`config.mk`:
```
export PLATFORM = sky130hd
export DESIGN_NAME = div_unit
export DESIGN_NICKNAME = d
export VERILOG_FILES = /design/src/rtl/div_unit.sv
export SDC_FILE = /design/constraint.sdc
export NUM_CORES = 1
export LEC_CHECK = 0
export ABC_AREA = 1
export CAP_MARGIN = 0
export CORE_AREA = 2 2 129 193
export CTS_BUF_LIST = sky130_fd_sc_hd__clkbuf_2
export DETAILED_ROUTE_END_ITERATION = 6
export DIE_AREA = 0 0 131 195
export PLACE_DENSITY = 0.8
export SLEW_MARGIN = 40
export SYNTH_ARGS = -nofsm -noshare
export SYNTH_HDL_FRONTEND = slang
export SYNTH_SLANG_ARGS = --single-unit
```
`constraint.sdc`:
```
create_clock -name clk -period 5.1 [get_ports clk]
set_input_delay 0.765 -clock clk [delete_from_list [all_inputs] [get_ports clk]]
set_output_delay 0.765 -clock clk [all_outputs]
set_load 0.05 [all_outputs]
```
`src/rtl/div_unit.sv`:
```
// rtl/div_unit.sv - RV32M multi-cycle restoring divider (DIV/DIVU/REM/REMU) with pipeline stall request
// Optional macro DIV_EARLY_OUT_EN: skip iteration for divide-by-zero, signed overflow and |dividend| < |divisor|.
module div_unit #(
    parameter int XLEN = 32
) (
    input  logic            clk,
    input  logic            rst_n,
    input  logic            start,
    input  logic [1:0]      op,
    input  logic [XLEN-1:0] dividend,
    input  logic [XLEN-1:0] divisor,
    input  logic            flush,
    output logic            stall_req,
    output logic            busy,
    output logic            done,
    output logic [XLEN-1:0] result
);
    localparam int CW = $clog2(XLEN + 1);
    localparam logic [XLEN-1:0] MIN_NEG = {1'b1, {(XLEN-1){1'b0}}};

    typedef enum logic [1:0] {IDLE, CALC, DONE} state_t;
    state_t state, state_nxt;

    logic [XLEN-1:0] q, rem, dvs_q, dvd_q;
    logic [CW-1:0]   count;
    logic            rem_op, q_neg, r_neg, dz_q, ovf_q;

    // Operand conditioning for the accept cycle
    logic            op_signed, dvd_neg, dvs_neg, in_dz, in_ovf, accept, early, last;
    logic [XLEN-1:0] dvd_mag, dvs_mag;

    assign op_signed = ~op[0];
    assign dvd_neg   = op_signed & dividend[XLEN-1];
    assign dvs_neg   = op_signed & divisor[XLEN-1];
    assign dvd_mag   = dvd_neg ? -dividend : dividend;
    assign dvs_mag   = dvs_neg ? -divisor : divisor;
    assign in_dz     = (divisor == '0);
    assign in_ovf    = op_signed & (dividend == MIN_NEG) & (divisor == '1);
    assign accept    = (state == IDLE) & start & ~flush;
    assign last      = (count == CW'(XLEN - 1));

`ifdef DIV_EARLY_OUT_EN
    assign early = in_dz | in_ovf | (dvd_mag < dvs_mag);
`else
    assign early = 1'b0;
`endif

    // One restoring step: XLEN+1 bit subtract so the borrow is the compare result
    logic [XLEN:0]   rem_sh, diff;
    logic [XLEN-1:0] q_step, rem_step;

    assign rem_sh   = {rem, q[XLEN-1]};
    assign diff     = rem_sh - {1'b0, dvs_q};
    assign q_step   = {q[XLEN-2:0], ~diff[XLEN]};
    assign rem_step = diff[XLEN] ? rem_sh[XLEN-1:0] : diff[XLEN-1:0];

    function automatic logic [XLEN-1:0] fixup(
        input logic            is_rem,
        input logic            neg_quo,
        input logic            neg_rem,
        input logic            dz,
        input logic            ovf,
        input logic [XLEN-1:0] qm,
        input logic [XLEN-1:0] rm,
        input logic [XLEN-1:0] dvd
    );
        if (dz)
            return is_rem ? dvd : '1;
        else if (ovf)
            return is_rem ? '0 : MIN_NEG;
        else if (is_rem)
            return neg_rem ? -rm : rm;
        else
            return neg_quo ? -qm : qm;
    endfunction

    always_comb begin
        state_nxt = state;
        stall_req = 1'b0;
        case (state)
            IDLE: begin
                if (start && !flush) begin
                    stall_req = 1'b1;
                    state_nxt = early ? DONE : CALC;
                end
            end
            CALC: begin
                stall_req = 1'b1;
                if (flush)
                    state_nxt = IDLE;
                else if (last)
                    state_nxt = DONE;
            end
            DONE:    state_nxt = IDLE;
            default: state_nxt = IDLE;
        endcase
    end

    always_ff @(posedge clk or negedge rst_n) begin
        if (!rst_n) begin
            state <= IDLE;
            busy  <= 1'b0;
            done  <= 1'b0;
        end else begin
            state <= state_nxt;
            busy  <= (state_nxt != IDLE);
            done  <= (state_nxt == DONE);
        end
    end

    always_ff @(posedge clk or negedge rst_n) begin
        if (!rst_n) begin
            q      <= '0;
            rem    <= '0;
            dvs_q  <= '0;
            dvd_q  <= '0;
            count  <= '0;
            rem_op <= 1'b0;
            q_neg  <= 1'b0;
            r_neg  <= 1'b0;
            dz_q   <= 1'b0;
            ovf_q  <= 1'b0;
            result <= '0;
        end else if (accept) begin
            q      <= dvd_mag;
            rem    <= '0;
            dvs_q  <= dvs_mag;
            dvd_q  <= dividend;
            count  <= '0;
            rem_op <= op[1];
            q_neg  <= dvd_neg ^ dvs_neg;
            r_neg  <= dvd_neg;
            dz_q   <= in_dz;
            ovf_q  <= in_ovf;
            if (early)
                result <= fixup(op[1], dvd_neg ^ dvs_neg, dvd_neg, in_dz, in_ovf,
                                '0, dvd_mag, dividend);
        end else if (state == CALC && !flush) begin
            q     <= q_step;
            rem   <= rem_step;
            count <= count + 1'b1;
            if (last)
                result <= fixup(rem_op, q_neg, r_neg, dz_q, ovf_q, q_step, rem_step, dvd_q);
        end
    end
endmodule

```
==> metrics.txt <==
status complete, no violations; crit-path most repeated cell nand2_2; unrepaired setup endpoints after global routing false; endpoints failing setup 0; Final Hold Viols 0; Syn-to-layout area delta 10.3%; nets 2385; clock latency on the worst-skew pair 840 ps; WHS 350 ps; worst slew pin tran 880 ps; final WL 47200 µm; Max FO, Critical Path 12; Non-Filler Instances 2608; CTS tree built; post-CTS setup buffer count 0; Die ar. 25500 µm²; dpl cells 2574; CP required 5850 ps; Post-synth top flop dfrtp_1; row count 69; Antenna Nets Post-Route 0; routed length per instance 18.1 µm; CP max stage delay 440 ps; Overflow after GRT 0; Slowest-stage cell, CP dfrtp_1; clk sinks 175; most frequent cells in the layout nand2_1, inv_1, nor2_1, nand3_1, dfrtp_1; Pre-antenna DRT Iters 6; relative slew slack 41.3%; port buffer count 104; Die X 131 µm; reg2reg end result[30]$_DFFE_PN0P_; startpoint types register; fin. max-slew vios 0; setup_tns 0 ps; largest net degree at the start of global routing 105; H-tree levels 4; Starting Density 59.5%; Mapped Nets 2329; critical path capture point type register; number of synthesized register bits 175; Clock Tree Root clkbuf_2; ratio of cells with drive above 1 in the final layout 5.51%; vias in the first global route 15100; worst hold path type in -> async; Clock Tree Buf Depth 2; total of max-cap violations 0; DR DRC count 0; initial antenna violation count 1; Seq/Total Area, Yosys 31.0%; Placed Area 15300 µm²; RD Place Congestion 0.984; Crit path buffers/inverters 2; CTS-repair resized insts 0; Total GRT Usage 38.7%; kind of critical path reg -> reg; Storage cell area 4380 µm²; # fillers 2293; Synth Instances 2220; Vias/cell 5.83; async set-reset flop share out of synthesis 100%; Ports 105; 1st-iter DRT viols 1304; synthesized cell area 14100 µm²; Synth warnings 0; Final HPWL DP 35900 µm; Max Fclk 0.225 GHz; clk slew on worst S/H paths 300 ps; Worst R2R Path Depth 27; Post-synth EDFFs 0; most common cell after layout, fill and taps aside nand2_1; vias 15200; leak pwr 7.93 nW; Final Cycle Share 87.0%; Worst Path Arrival 5180 ps; R2R Path Start q[31]$_DFFE_PN0P_; min Tclk post-route 4430 ps; Die H 195 µm; Top delay family on crit path simple AND/OR/NAND/NOR gates; first-pass GRT wire length 76500 µm; multi-input combinational cell area 8150 µm²; Reg2Reg Setup Slack 670 ps; syn_area_per_cell 6.37 µm²; TritonCTS Buffers 17; Clock Skew 44.1 ps; PD cells 572 nW/µm²; Core ar. 23700 µm²; worst setup margin 665 ps; Final Cell Area 15600 µm²; worst vdd ir 0.285 mV; Netlist cell types 56; dpl ws 706 ps
## state kept, by name, indices dropped and copies added (netlist names), 2 cells and up
signal  cells
count       6
dvs_q      32
dvd_q      32
result     32
state       2
rem        32
q          32
## cell usage after synthesis, types with 15 or more instances
library cell | instances | area share (%)
or2_2 | 20 | 0.89
nand2_2 | 19 | 0.84
nand2_1 | 591 | 16
xor2_1 | 26 | 1.6
o21ai_0 | 156 | 5.5
clkbuf_1 | 64 | 1.7
xnor2_1 | 18 | 1.1
dfrtp_1 | 175 | 31
nor3_1 | 41 | 1.5
a21oi_1 | 59 | 2.1
nor2_1 | 245 | 6.5
nand3_1 | 183 | 6.5
nand4_1 | 32 | 1.4
nor4_1 | 15 | 0.66
ha_1 | 38 | 3.4
o22ai_1 | 40 | 1.8
inv_1 | 314 | 8.3
o21a_1 | 15 | 0.80
## how the worst max path moves through the flow
stage | from | to | cells after the start
2_1_floorplan | q[31]$_DFFE_PN0P_ | result[30]$_DFFE_PN0P_ | 29
3_3_place_gp | q[31]$_DFFE_PN0P_ | result[30]$_DFFE_PN0P_ | 27
3_5_place_dp | divisor[0] | dvs_q[26]$_DFFE_PN0P_ | 17
4_1_cts | q[31]$_DFFE_PN0P_ | result[30]$_DFFE_PN0P_ | 27
5_1_grt | q[31]$_DFFE_PN0P_ | result[30]$_DFFE_PN0P_ | 27
6_report | q[31]$_DFFE_PN0P_ | result[30]$_DFFE_PN0P_ | 27
## metrics by stage
step / util, % / total power [mW]
after floorplan: - / 6.54
after global placement: 64.5 / 7.88
after detailed placement: 64.6 / 7.98
after CTS: 65.5 / 8.74
after global routing: 65.7 / 9.79
final: 65.7 / 8.92
## layer usage
layer  track usage [%]  up-vias  routed length (µm)
met1              44.6     7015               17700
met3              5.89      201                2570
met2              62.4      673               22400
met4              31.2        0                4550
met5                 0        -                   0
li1                  -     7321                   -
## power breakdown
part	internal, mW	total [mW]	switching, mW
logic	1.90	6.20	4.30
clock network	0.188	0.745	0.557
registers	1.68	1.98	0.296
## cell families (layout without fill, tap and decap cells)
| logic type | after synthesis | in the layout | synth area share [%] |
|---|---|---|---|
| AOI/OAI and AO/OA | 372 | 372 | 15.7 |
| buffers and inverters | 412 | 479 | 11.4 |
| DFF | 175 | 175 | 31.0 |
| xor gates and xnor gates | 44 | 44 | 2.73 |
| and+or+nand+nor | 1178 | 1178 | 35.7 |
| adders and majority gates | 39 | 39 | 3.51 |
| other | 0 | 2 | 0 |
## what timing repair did
| item | 4_1_cts | 5_1_grt |
|---|---|---|
| hold endpoints to repair | 84 | 0 |
| setup endpoints to repair | 0 | 0 |
| hold buffers | 1 | 0 |
## area by class of cell
type | instances | area share (%)
multi-input cells | 1633 | 52.3
flip-flops and latches | 175 | 28.1
inverters | 326 | 7.87
repair buffers | 123 | 7.77
well taps | 319 | 2.56
clock inverters | 13 | 0.851
clock buffers | 17 | 0.546
diodes | 2 | 0.0321
No activity file was read; power rests on OpenSTA's default activity.
==> edit, RTL diff (same settings) <==
Re-encode `state_t` (3 states) as one-hot, 3 bits wide.
--- a/src/rtl/div_unit.sv
+++ b/src/rtl/div_unit.sv
@@ -19,5 +19,5 @@
     localparam logic [XLEN-1:0] MIN_NEG = {1'b1, {(XLEN-1){1'b0}}};
 
-    typedef enum logic [1:0] {IDLE, CALC, DONE} state_t;
+    typedef enum logic [2:0] {IDLE = 3'b001, CALC = 3'b010, DONE = 3'b100} state_t;
     state_t state, state_nxt;
 
Behaviour: no difference found for any inputs over 4 cycles, from zero or initial values and one cycle with rst_n low; so few cycles prove little.
==> edit against the unedited design <==
  * The flow now finishes with violations (DRC)
  * Clock skew hardly changed
  * Area after synthesis hardly changed
  * Sequential cell count is 1 higher
  * Routed wire length is 3.0% lower
  * Hold slack better by 0.15 ns
  * Worst setup slack better by 0.012 ns
  * Final area is 0.12% higher
  * Largest cell class unchanged
Power is not compared: it rests on default switching activity, and its combinational part moved more than twofold at a synthesized area within 25%.
==> edit: results (changes against the unedited design) <==
synth-async-reset-ratio_pct: 100  # unchanged
via_per_inst: 5.72  # was 5.83
grt_usage_pct: 36.6  # was 38.7%
post_cts_buffers: 0  # unchanged
yosys_warnings: 0  # unchanged
critPathMaxFanout: 9  # was 12
htree_levels: 4  # unchanged
grt_pass1_wl_um: 72000  # was 76500 um
path_clk_slew_ns: 0.28  # was 0.30 ns
grt_max_degree: 90  # was 105
detail_route.wl_per_cell_um: 17.5  # was 18.1 um
synth.cells.most_frequent: "nand2_1, inv_1, nor2_1"  # unchanged
post-synth-top-count-cell: "nand2_1"  # unchanged
nets: 2398  # was 2385
slowest_delay_ns: 0.43
fin_skew_ns: 0.0442  # was 0.0441 ns
fillers: 2240  # was 2293
place.gp.congestion: 1.01  # was 0.984
ys_seq_area_share_pct: 31.2  # was 31.0%
placedInstanceArea_um2: 15400  # was 15300 um^2
vdd_drop_max_mv: 0.200
cts.sinks: 176  # was 175
synthTopCellsByArea: "dfrtp_1, nand2_1, inv_1"  # unchanged
ys.flop_type: "dfrtp_1"  # unchanged
failed_checks: "DRC"
clockRootBuffer: "clkbuf_2"  # unchanged
port_buffers: 104  # unchanged
post-route-drc-count: 3  # was 0
status: "complete, but fails checks"  # was completed
firstDrtPassIters: 7  # was 6
numCtsBuffers: 17  # unchanged
antenna_found_initial: 1  # unchanged
slowest_stage: "dfrtp_1"  # unchanged
yosysUniqueCellTypes: 59  # was 56
leakage_nw: 8.22
hold_class: "flip-flop to flip-flop"  # was input pin to asynchronous set/reset pin
tightest_slew_ns: 0.756  # was 0.880 ns
clkLatencyLatePin_ns: 0.82  # was 0.84 ns
first_iter_violations: 1223  # was 1304
clk_path_buf_depth: 2  # unchanged
grt_pass1_vias: 14000  # was 15.1k
layout-drive-gt1-share_pct: 5.56  # was 5.51%
post-place-ws_ns: 0.821  # was 0.706 ns
syn-num-nets: 2338  # was 2329
dpl.hpwl_um: 35400  # was 35900 um
==> edit: worst max-delay path: cells and delay by family (launching register included) <==
kind / cells / cell delay (ns)
AND/OR/NAND/NOR: 19 / 2.22
adder cells (fa/ha/maj): 3 / 0.84
buffers and inverters: 5 / 0.46
flip-flops: 1 / 0.43
AO/OA/AOI/OAI: 3 / 0.40
==> edit: area by class of cell <==
class                      count  area share [%]
antenna                        1          0.0160
clock buffer                  19           0.609
clock inverter                13           0.826
inverter                     365            8.78
multi-input combinational   1608            51.3
sequential                   176            28.2
tap                          319            2.56
timing repair buffer         121            7.63
==> edit: path summary, 6_finish.rpt <==
| path | depth (start not counted) | from | end | slack (ns) |
|---|---|---|---|---|
| max in group asynchronous | 3 | rst_n | rem[30] | 3.61 |
| setup reg to reg | 30 | q[31] | result[30] | 0.68 |
| hold / removal | 1 | count[5] | done | 0.50 |
| hold reg to reg | 1 | count[5] | done | 0.50 |
| min in group asynchronous | 2 | rst_n | count[4] | 0.51 |
| setup / recovery | 30 | q[31] | result[30] | 0.68 |
==> edit: cell families after synthesis <==
family                     after synthesis  share of synthesized area [%]
and+or+nand+nor                       1145                           34.9
buffers and inverters                  445                           12.3
AOI/OAI and AO/OA                      377                           15.3
DFF                                    176                           31.2
xor gates and xnor gates                47                           2.91
adders and majority gates               39                           3.50
==> edit: repair_timing <==
| action | in CTS | in global routing |
|---|---|---|
| gates resized for setup | 0 | 0 |
| hold buffers | 1 | 0 |
| hold endpoints to repair | 36 | 0 |
==> edit: per-stage QoR <==
step | instances | utilization, %
3_5_place_dp | 2588 | 64.7
5_1_grt | 2622 | 65.7
6_report | 2622 | 65.7
4_1_cts | 2621 | 65.7
3_3_place_gp | 2588 | 64.7
2_1_floorplan | 2229 | -
==> edit: power breakdown <==
part / switching, mW / leakage, nW / internal [mW]
Sequential: 0.174 / 2.19 / 1.60
Clock: 0.536 / 0.137 / 0.192
Combinational: 1.25 / 5.89 / 0.611
Total: 1.96 / 8.22 / 2.40
==> edit: routing by layer <==
| metal | wire length [um] | global-route usage, % | up-vias | share of wire, % |
|---|---|---|---|---|
| met5 | 0 | 0 | - | 0 |
| met4 | 4030 | 26.6 | 0 | 8.8 |
| met3 | 2940 | 6.16 | 178 | 6.4 |
| met2 | 22400 | 61.2 | 677 | 49 |
| met1 | 16400 | 41.2 | 6862 | 36 |
| li1 | - | - | 7279 | - |
